### src/rtl/tap_pkg.sv
// Shared TAP types: the 16 controller states with their standard 4-bit codes,
// plus default instruction-register width, BYPASS opcode and capture pattern.
package tap_pkg;

  typedef enum logic [3:0] {
    S_EXIT2_DR         = 4'h0,
    S_EXIT1_DR         = 4'h1,
    S_SHIFT_DR         = 4'h2,
    S_PAUSE_DR         = 4'h3,
    S_SELECT_IR_SCAN   = 4'h4,
    S_UPDATE_DR        = 4'h5,
    S_CAPTURE_DR       = 4'h6,
    S_SELECT_DR_SCAN   = 4'h7,
    S_EXIT2_IR         = 4'h8,
    S_EXIT1_IR         = 4'h9,
    S_SHIFT_IR         = 4'hA,
    S_PAUSE_IR         = 4'hB,
    S_RUN_TEST_IDLE    = 4'hC,
    S_UPDATE_IR        = 4'hD,
    S_CAPTURE_IR       = 4'hE,
    S_TEST_LOGIC_RESET = 4'hF
  } tap_state_t;

  localparam int             DEF_IR_W       = 4;
  localparam logic [DEF_IR_W-1:0] DEF_BYPASS_OP  = 4'hF;
  localparam logic [DEF_IR_W-1:0] DEF_IR_CAPTURE = 4'b0001;

endpackage

### src/rtl/tap_controller_if.sv
// Pin-side and DR-side signals of the TAP controller, bundled for port passing.
interface tap_controller_if
  import tap_pkg::*;
#(
  parameter int IR_W = DEF_IR_W
);

  // TMS/TDI are sampled on rising TCK; TDO/TDO_en launch on falling TCK.
  // Strobes, ir_out, sel_bypass, tlr and state change only after rising TCK.
  logic            TMS;
  logic            TDI;
  logic            bypass_tdo;
  logic            dr_tdo;
  logic            TDO;
  logic            TDO_en;
  logic            Capture_DR;
  logic            Shift_DR;
  logic            Update_DR;
  logic [IR_W-1:0] ir_out;
  logic            sel_bypass;
  logic            tlr;
  tap_state_t      state;

  modport master (
    output TMS, TDI, bypass_tdo, dr_tdo,
    input  TDO, TDO_en, Capture_DR, Shift_DR, Update_DR,
    input  ir_out, sel_bypass, tlr, state
  );

  modport slave (
    input  TMS, TDI, bypass_tdo, dr_tdo,
    output TDO, TDO_en, Capture_DR, Shift_DR, Update_DR,
    output ir_out, sel_bypass, tlr, state
  );

endinterface

### src/rtl/tap_fsm.sv
// 16-state TAP state machine: state register and TMS-driven next-state logic.
module tap_fsm
  import tap_pkg::*;
(
  input  logic       TCK,
  input  logic       TRST_n,
  input  logic       TMS,
  output tap_state_t state,
  output logic       tlr
);

  function automatic tap_state_t next_state(input tap_state_t s, input logic m);
    tap_state_t n;
    n = S_TEST_LOGIC_RESET;
    case (s)
      S_TEST_LOGIC_RESET: n = m ? S_TEST_LOGIC_RESET : S_RUN_TEST_IDLE;
      S_RUN_TEST_IDLE:    n = m ? S_SELECT_DR_SCAN   : S_RUN_TEST_IDLE;
      S_SELECT_DR_SCAN:   n = m ? S_SELECT_IR_SCAN   : S_CAPTURE_DR;
      S_CAPTURE_DR:       n = m ? S_EXIT1_DR         : S_SHIFT_DR;
      S_SHIFT_DR:         n = m ? S_EXIT1_DR         : S_SHIFT_DR;
      S_EXIT1_DR:         n = m ? S_UPDATE_DR        : S_PAUSE_DR;
      S_PAUSE_DR:         n = m ? S_EXIT2_DR         : S_PAUSE_DR;
      S_EXIT2_DR:         n = m ? S_UPDATE_DR        : S_SHIFT_DR;
      S_UPDATE_DR:        n = m ? S_SELECT_DR_SCAN   : S_RUN_TEST_IDLE;
      S_SELECT_IR_SCAN:   n = m ? S_TEST_LOGIC_RESET : S_CAPTURE_IR;
      S_CAPTURE_IR:       n = m ? S_EXIT1_IR         : S_SHIFT_IR;
      S_SHIFT_IR:         n = m ? S_EXIT1_IR         : S_SHIFT_IR;
      S_EXIT1_IR:         n = m ? S_UPDATE_IR        : S_PAUSE_IR;
      S_PAUSE_IR:         n = m ? S_EXIT2_IR         : S_PAUSE_IR;
      S_EXIT2_IR:         n = m ? S_UPDATE_IR        : S_SHIFT_IR;
      S_UPDATE_IR:        n = m ? S_SELECT_DR_SCAN   : S_RUN_TEST_IDLE;
      default:            n = S_TEST_LOGIC_RESET;
    endcase
    return n;
  endfunction

  // tlr is registered alongside state so it never glitches on the pad side.
  always_ff @(posedge TCK or negedge TRST_n) begin
    if (!TRST_n) begin
      state <= S_TEST_LOGIC_RESET;
      tlr   <= 1'b1;
    end else begin
      state <= next_state(state, TMS);
      tlr   <= (next_state(state, TMS) == S_TEST_LOGIC_RESET);
    end
  end

endmodule

### src/rtl/tap_controller.sv
// TAP controller top: FSM, instruction register, DR strobes and falling-edge
// TDO stage selecting between the IR, the bypass bit and the other DR path.
module tap_controller
  import tap_pkg::*;
#(
  parameter int              IR_W       = DEF_IR_W,
  parameter logic [IR_W-1:0] BYPASS_OP  = (IR_W == DEF_IR_W) ? IR_W'(DEF_BYPASS_OP) : '1,
  parameter logic [IR_W-1:0] IR_CAPTURE = IR_W'(DEF_IR_CAPTURE)
) (
  input logic              TCK,
  input logic              TRST_n,
  tap_controller_if.slave  bus
);

  tap_state_t      state;
  logic            tlr;
  logic [IR_W-1:0] ir_sh;
  logic [IR_W-1:0] ir_q;
  logic [IR_W-1:0] ir_cur;
  logic            sel_bypass;
  logic            tdo_q;
  logic            tdo_en_q;

  tap_fsm u_fsm (
    .TCK    (TCK),
    .TRST_n (TRST_n),
    .TMS    (bus.TMS),
    .state  (state),
    .tlr    (tlr)
  );

  // ir_out only ever takes a whole ir_sh word, so an aborted shift leaves it intact.
  always_ff @(posedge TCK or negedge TRST_n) begin
    if (!TRST_n) begin
      ir_sh <= IR_CAPTURE;
      ir_q  <= BYPASS_OP;
    end else begin
      case (state)
        S_CAPTURE_IR:       ir_sh <= IR_CAPTURE;
        S_SHIFT_IR:         ir_sh <= {bus.TDI, ir_sh[IR_W-1:1]};
        S_UPDATE_IR:        ir_q  <= ir_sh;
        S_TEST_LOGIC_RESET: ir_q  <= BYPASS_OP;
        default:            ;
      endcase
    end
  end

  // Masking in TLR makes BYPASS visible from the first cycle in that state.
  assign ir_cur     = (state == S_TEST_LOGIC_RESET) ? BYPASS_OP : ir_q;
  assign sel_bypass = (ir_cur == BYPASS_OP);

  always_ff @(negedge TCK or negedge TRST_n) begin
    if (!TRST_n) begin
      tdo_q    <= 1'b0;
      tdo_en_q <= 1'b0;
    end else begin
      case (state)
        S_SHIFT_IR: begin
          tdo_q    <= ir_sh[0];
          tdo_en_q <= 1'b1;
        end
        S_SHIFT_DR: begin
          tdo_q    <= sel_bypass ? bus.bypass_tdo : bus.dr_tdo;
          tdo_en_q <= 1'b1;
        end
        default: begin
          tdo_q    <= 1'b0;
          tdo_en_q <= 1'b0;
        end
      endcase
    end
  end

  assign bus.Capture_DR = (state == S_CAPTURE_DR);
  assign bus.Shift_DR   = (state == S_SHIFT_DR);
  assign bus.Update_DR  = (state == S_UPDATE_DR);
  assign bus.ir_out     = ir_cur;
  assign bus.sel_bypass = sel_bypass;
  assign bus.tlr        = tlr;
  assign bus.state      = state;
  assign bus.TDO        = tdo_q;
  assign bus.TDO_en     = tdo_en_q;

endmodule

### src/flat_wrapper.sv
// flat-port wrapper written by rule: the top's interface ports become plain ports
module tap_controller_flat import tap_pkg::*;
#(
  parameter int              IR_W       = DEF_IR_W,
  parameter logic [IR_W-1:0] BYPASS_OP  = (IR_W == DEF_IR_W) ? IR_W'(DEF_BYPASS_OP) : '1,
  parameter logic [IR_W-1:0] IR_CAPTURE = IR_W'(DEF_IR_CAPTURE)
)
  (TCK, TRST_n, bus_TMS, bus_TDI, bus_bypass_tdo, bus_dr_tdo, bus_TDO, bus_TDO_en, bus_Capture_DR, bus_Shift_DR, bus_Update_DR, bus_ir_out, bus_sel_bypass, bus_tlr, bus_state);
  tap_controller_if #(.IR_W(IR_W)) bus_i ();
  input logic TCK;
  input logic TRST_n;
  input wire logic [$bits(bus_i.TMS)-1:0] bus_TMS;
  input wire logic [$bits(bus_i.TDI)-1:0] bus_TDI;
  input wire logic [$bits(bus_i.bypass_tdo)-1:0] bus_bypass_tdo;
  input wire logic [$bits(bus_i.dr_tdo)-1:0] bus_dr_tdo;
  output wire logic [$bits(bus_i.TDO)-1:0] bus_TDO;
  output wire logic [$bits(bus_i.TDO_en)-1:0] bus_TDO_en;
  output wire logic [$bits(bus_i.Capture_DR)-1:0] bus_Capture_DR;
  output wire logic [$bits(bus_i.Shift_DR)-1:0] bus_Shift_DR;
  output wire logic [$bits(bus_i.Update_DR)-1:0] bus_Update_DR;
  output wire logic [$bits(bus_i.ir_out)-1:0] bus_ir_out;
  output wire logic [$bits(bus_i.sel_bypass)-1:0] bus_sel_bypass;
  output wire logic [$bits(bus_i.tlr)-1:0] bus_tlr;
  output wire logic [$bits(bus_i.state)-1:0] bus_state;
  assign bus_i.TMS = bus_TMS;
  assign bus_i.TDI = bus_TDI;
  assign bus_i.bypass_tdo = bus_bypass_tdo;
  assign bus_i.dr_tdo = bus_dr_tdo;
  assign bus_TDO = bus_i.TDO;
  assign bus_TDO_en = bus_i.TDO_en;
  assign bus_Capture_DR = bus_i.Capture_DR;
  assign bus_Shift_DR = bus_i.Shift_DR;
  assign bus_Update_DR = bus_i.Update_DR;
  assign bus_ir_out = bus_i.ir_out;
  assign bus_sel_bypass = bus_i.sel_bypass;
  assign bus_tlr = bus_i.tlr;
  assign bus_state = bus_i.state;
  tap_controller #(.IR_W(IR_W), .BYPASS_OP(BYPASS_OP), .IR_CAPTURE(IR_CAPTURE)) u_core (.TCK(TCK), .TRST_n(TRST_n), .bus(bus_i));
endmodule
### config.mk
export PLATFORM = sky130hd
export DESIGN_NAME = tap_controller_flat
export DESIGN_NICKNAME = d
export VERILOG_FILES = /design/src/rtl/tap_pkg.sv /design/src/rtl/tap_controller_if.sv /design/src/rtl/tap_fsm.sv /design/src/rtl/tap_controller.sv /design/src/flat_wrapper.sv
export SDC_FILE = /design/constraint.sdc
export NUM_CORES = 1
export LEC_CHECK = 0
export CORE_MARGIN = 1.5
export CORE_UTILIZATION = 49
export CTS_CLUSTER_SIZE = 28
export DETAILED_ROUTE_END_ITERATION = 7
export PLACE_DENSITY_LB_ADDON = 0.12
export SYNTH_ARGS = -nofsm -noshare
export SYNTH_HDL_FRONTEND = slang
export SYNTH_SLANG_ARGS = --single-unit
### constraint.sdc
create_clock -name TCK -period 3.7 [get_ports TCK]
set_input_delay 0.555 -clock TCK [delete_from_list [all_inputs] [get_ports TCK]]
set_output_delay 0.555 -clock TCK [all_outputs]
set_load 0.005 [all_outputs]
==> summary.md <==
| Metric | Value |
|---|---|
| Outcome | completed |
| Yosys top cell by area | dfstp_2 |
| Clock root cell | clkbuf_4 |
| Ports | 21 |
| Pre-antenna DRT Iters | 4 |
| First-pass GRT wire length | 2.57 mm |
| Worst Path Required | 3.14 ns |
| H-tree depth | 1 |
| Critical path's largest stage delay | 0.49 ns |
| Top-area cell type share of the netlist area | 34.3% |
| #FFs+latches synth | 15 |
| Post-synth EDFFs | 0 |
| Pwr Density | 838 nW/µm² |
| Worst path cell trace | clkdlybuf4s50_1 |
| Psw | 0.294 mW |
| RSZ-0062 raised after global routing | no |
| Clock group share of total power | 11.0% |
| Setup Total Neg Slack | 0 ns |
| Die area | 1810 µm² |
| Max-cap violations | 0 |
| Proportion of layout cells with a drive suffix above 1 | 20.4% |
| Crit Path Max Fanout | 1 |
| Fill cells | 120 |
| Final Power | 0.845 mW |
| Routed Antenna Nets | 0 |
| Ant diodes | 0 |
| Clock-pin slew on the worst setup and hold paths | 0.08 ns |
| Core area | 1490 µm² |
| Vias | 630 |
| Internal power | 0.551 mW |
| Switching Fraction | 34.8% |
| Hpwl dp | 1.03 mm |
| Largest cells by area after synthesis | dfstp_2 (34%), dfrtp_1 (9.8%), nand2b_1 (7.4%) |
| Chip height | 42.5 µm |
| # DRC | 0 |
| Cts hold-fix bufs | 0 |
| Final max-slew violation count | 0 |
| Tightest Pin Transition | 0.254 ns |
| Clk sinks | 15 |
| Area of the multi-input gates | 344 µm² |
| Seq. cell area | 388 µm² |
| Crit. End Element | output port |
| Vias per cell | 5.29 |
| Post-Synthesis Cells | 81 |
| Sequential Power Share | 40.9% |
| Hold Crit Class | flip-flop to flip-flop |
| Setup violations, final | 0 |
| Cell Rows | 14 |
| Top delay family on crit path | buffers and inverters |
| Initial antenna violation count | 0 |
| Async SR Flop Fraction | 100% |
| Area Overhead vs Synth | 31.7% |
| DIE WIDTH | 42.5 µm |
| Iter 0 DRT Violations | 7 |
| Comb pwr share | 48.2% |
| CP Launch Type | flip-flop |
| Grt total ovfl | 0 |
| Primary FF master, synth | dfstp_2 |
| PortBufs | 20 |
| Netlist cell types | 28 |
| Worst path bufs/invs | 1 |
| Synthesized Nets | 87 |
| VDD IR max | 405 µV |
| Slew margin rel. | 83.1% |
| Placer Congestion | 0.674 |
| Buffer depth of the longest clock path | 2 |
| Avg WL per Cell | 12.1 µm |
| GRT Util Overall | 19.3% |
| Most common cell in the netlist | nand2_1 |
| Yosys Warn Count | 0 |
| Pin count of the biggest net entering global routing | 18 |
| TritonCTS buffer count | 3 |
| Worst Path Arrival | 3.00 ns |
| Clock Latency Late Sink | 0.28 ns |
| Syn Std Cell Area | 766 µm² |
| Worst Clk Skew | 0.00435 ns |
| Setup CP Type | flip-flop to output port |
| Seq/Total Area, Yosys | 50.7% |
| Post_cts resized | 0 |
| Fin nets | 110 |
| Slowest cell on crit path | clkdlybuf4s50_1 |
| Vias in the first global route | 577 |
| Post-Syn Area per Cell | 9.45 µm² |
| Post-CTS setup buffers | 0 |
| P_leak | 0.419 nW |
| Most frequent cells after synthesis | nand2_1 (12), dfstp_2 (10), o21ai_0 (10), nand2b_1 (9), nor2_1 (7) |
| Routed wire length | 1.44 mm |
| CTS tree | yes |
| Initial Util | 51.4% |
| Fin. Hold Viols | 0 |
## cells by family after synthesis
group | synth area share (%)
AOI/OAI and AO/OA | 12.7
muxes | 2.94
DFF | 50.7
buffers and inverters | 4.41
and+or+nand+nor | 29.2
## flip-flops by register name, summed over array words and instances (netlist names)
signal	flops
u_core.bus.TDO	1
u_core.u_fsm.tlr	1
u_core.bus.TDO_en	1
u_core.ir_sh	4
u_core.ir_q	4
u_core.u_fsm.state	4
## final cells by class
type,count,area share (%)
inverters,2,0.744
clock buffers,4,2.61
flip-flops and latches,15,38.5
repair buffers,23,22.1
well taps,16,1.99
multi-input cells,59,34.1
## layout by cell type, fill, tap and decap left out
cell             instances
nor3b_1                  2
nor2_1                   7
and4b_1                  1
dfrtn_1                  2
nand3b_1                 1
a311o_1                  1
nor2b_1                  1
inv_1                    1
or3_1                    1
clkbuf_4                 3
dfstp_2                 10
mux2_2                   2
a21oi_1                  1
dfrtp_1                  3
buf_4                    3
a21o_1                   1
a21boi_0                 1
clkdlybuf4s50_1         20
a22o_1                   1
or3b_4                   1
nand2_1                 12
inv_2                    1
nand2b_1                 9
clkbuf_1                 1
nor4_2                   1
nand3_1                  3
nand4_1                  2
o221ai_1                 1
o21ai_0                 10
## metrics by stage
| step | hold WS (ns) | instance area (µm²) | setup WS, ns | util [%] | std cells |
|---|---|---|---|---|---|
| after floorplan | 0.259 | 766 | 0.499 | - | 81 |
| after global placement | 0.471 | 982 | 0.317 | 66.0 | 115 |
| after detailed placement | 0.475 | 982 | 0.292 | 66.0 | 115 |
| after CTS | 0.488 | 1010 | 0.126 | 67.7 | 119 |
| after global routing | 0.513 | 1010 | 0.0819 | 67.7 | 119 |
| final | 0.484 | 1010 | 0.145 | 67.7 | 119 |
## power by group through the flow
stage / registers [mW] / logic, mW / clock network (mW)
6_report: 0.345 / 0.407 / 0.0928
4_1_cts: 0.346 / 0.413 / 0.0978
2_1_floorplan: 0.321 / 0.249 / 0
3_3_place_gp: 0.345 / 0.403 / 0
5_1_grt: 0.358 / 0.456 / 0.107
3_5_place_dp: 0.349 / 0.412 / 0
## metal layers
layer / track usage, % / part of all wire [%] / vias up
met3: 3.88 / 4.1 / 2
met2: 29.8 / 46 / 16
met5: 0 / 0 / -
met1: 24.9 / 48 / 292
li1: - / - / 320
met4: 11.3 / 1.5 / 0
## worst paths after layout
check / depth (start not counted) / start / end / slack [ns]
setup / recovery: 1 / u_core.bus.TDO / bus_TDO / 0.14
hold / removal: 2 / u_core.ir_q[0] / u_core.ir_q[0] / 0.48
setup reg to reg: 4 / u_core.u_fsm.state[0] / u_core.bus.TDO / 0.36
hold reg to reg: 2 / u_core.ir_q[0] / u_core.ir_q[0] / 0.48
max in group asynchronous: 1 / TRST_n / u_core.bus.TDO_en / 1.29
min in group asynchronous: 1 / TRST_n / u_core.u_fsm.tlr / 0.69
Note: power is estimated with default switching activity, not from simulation.
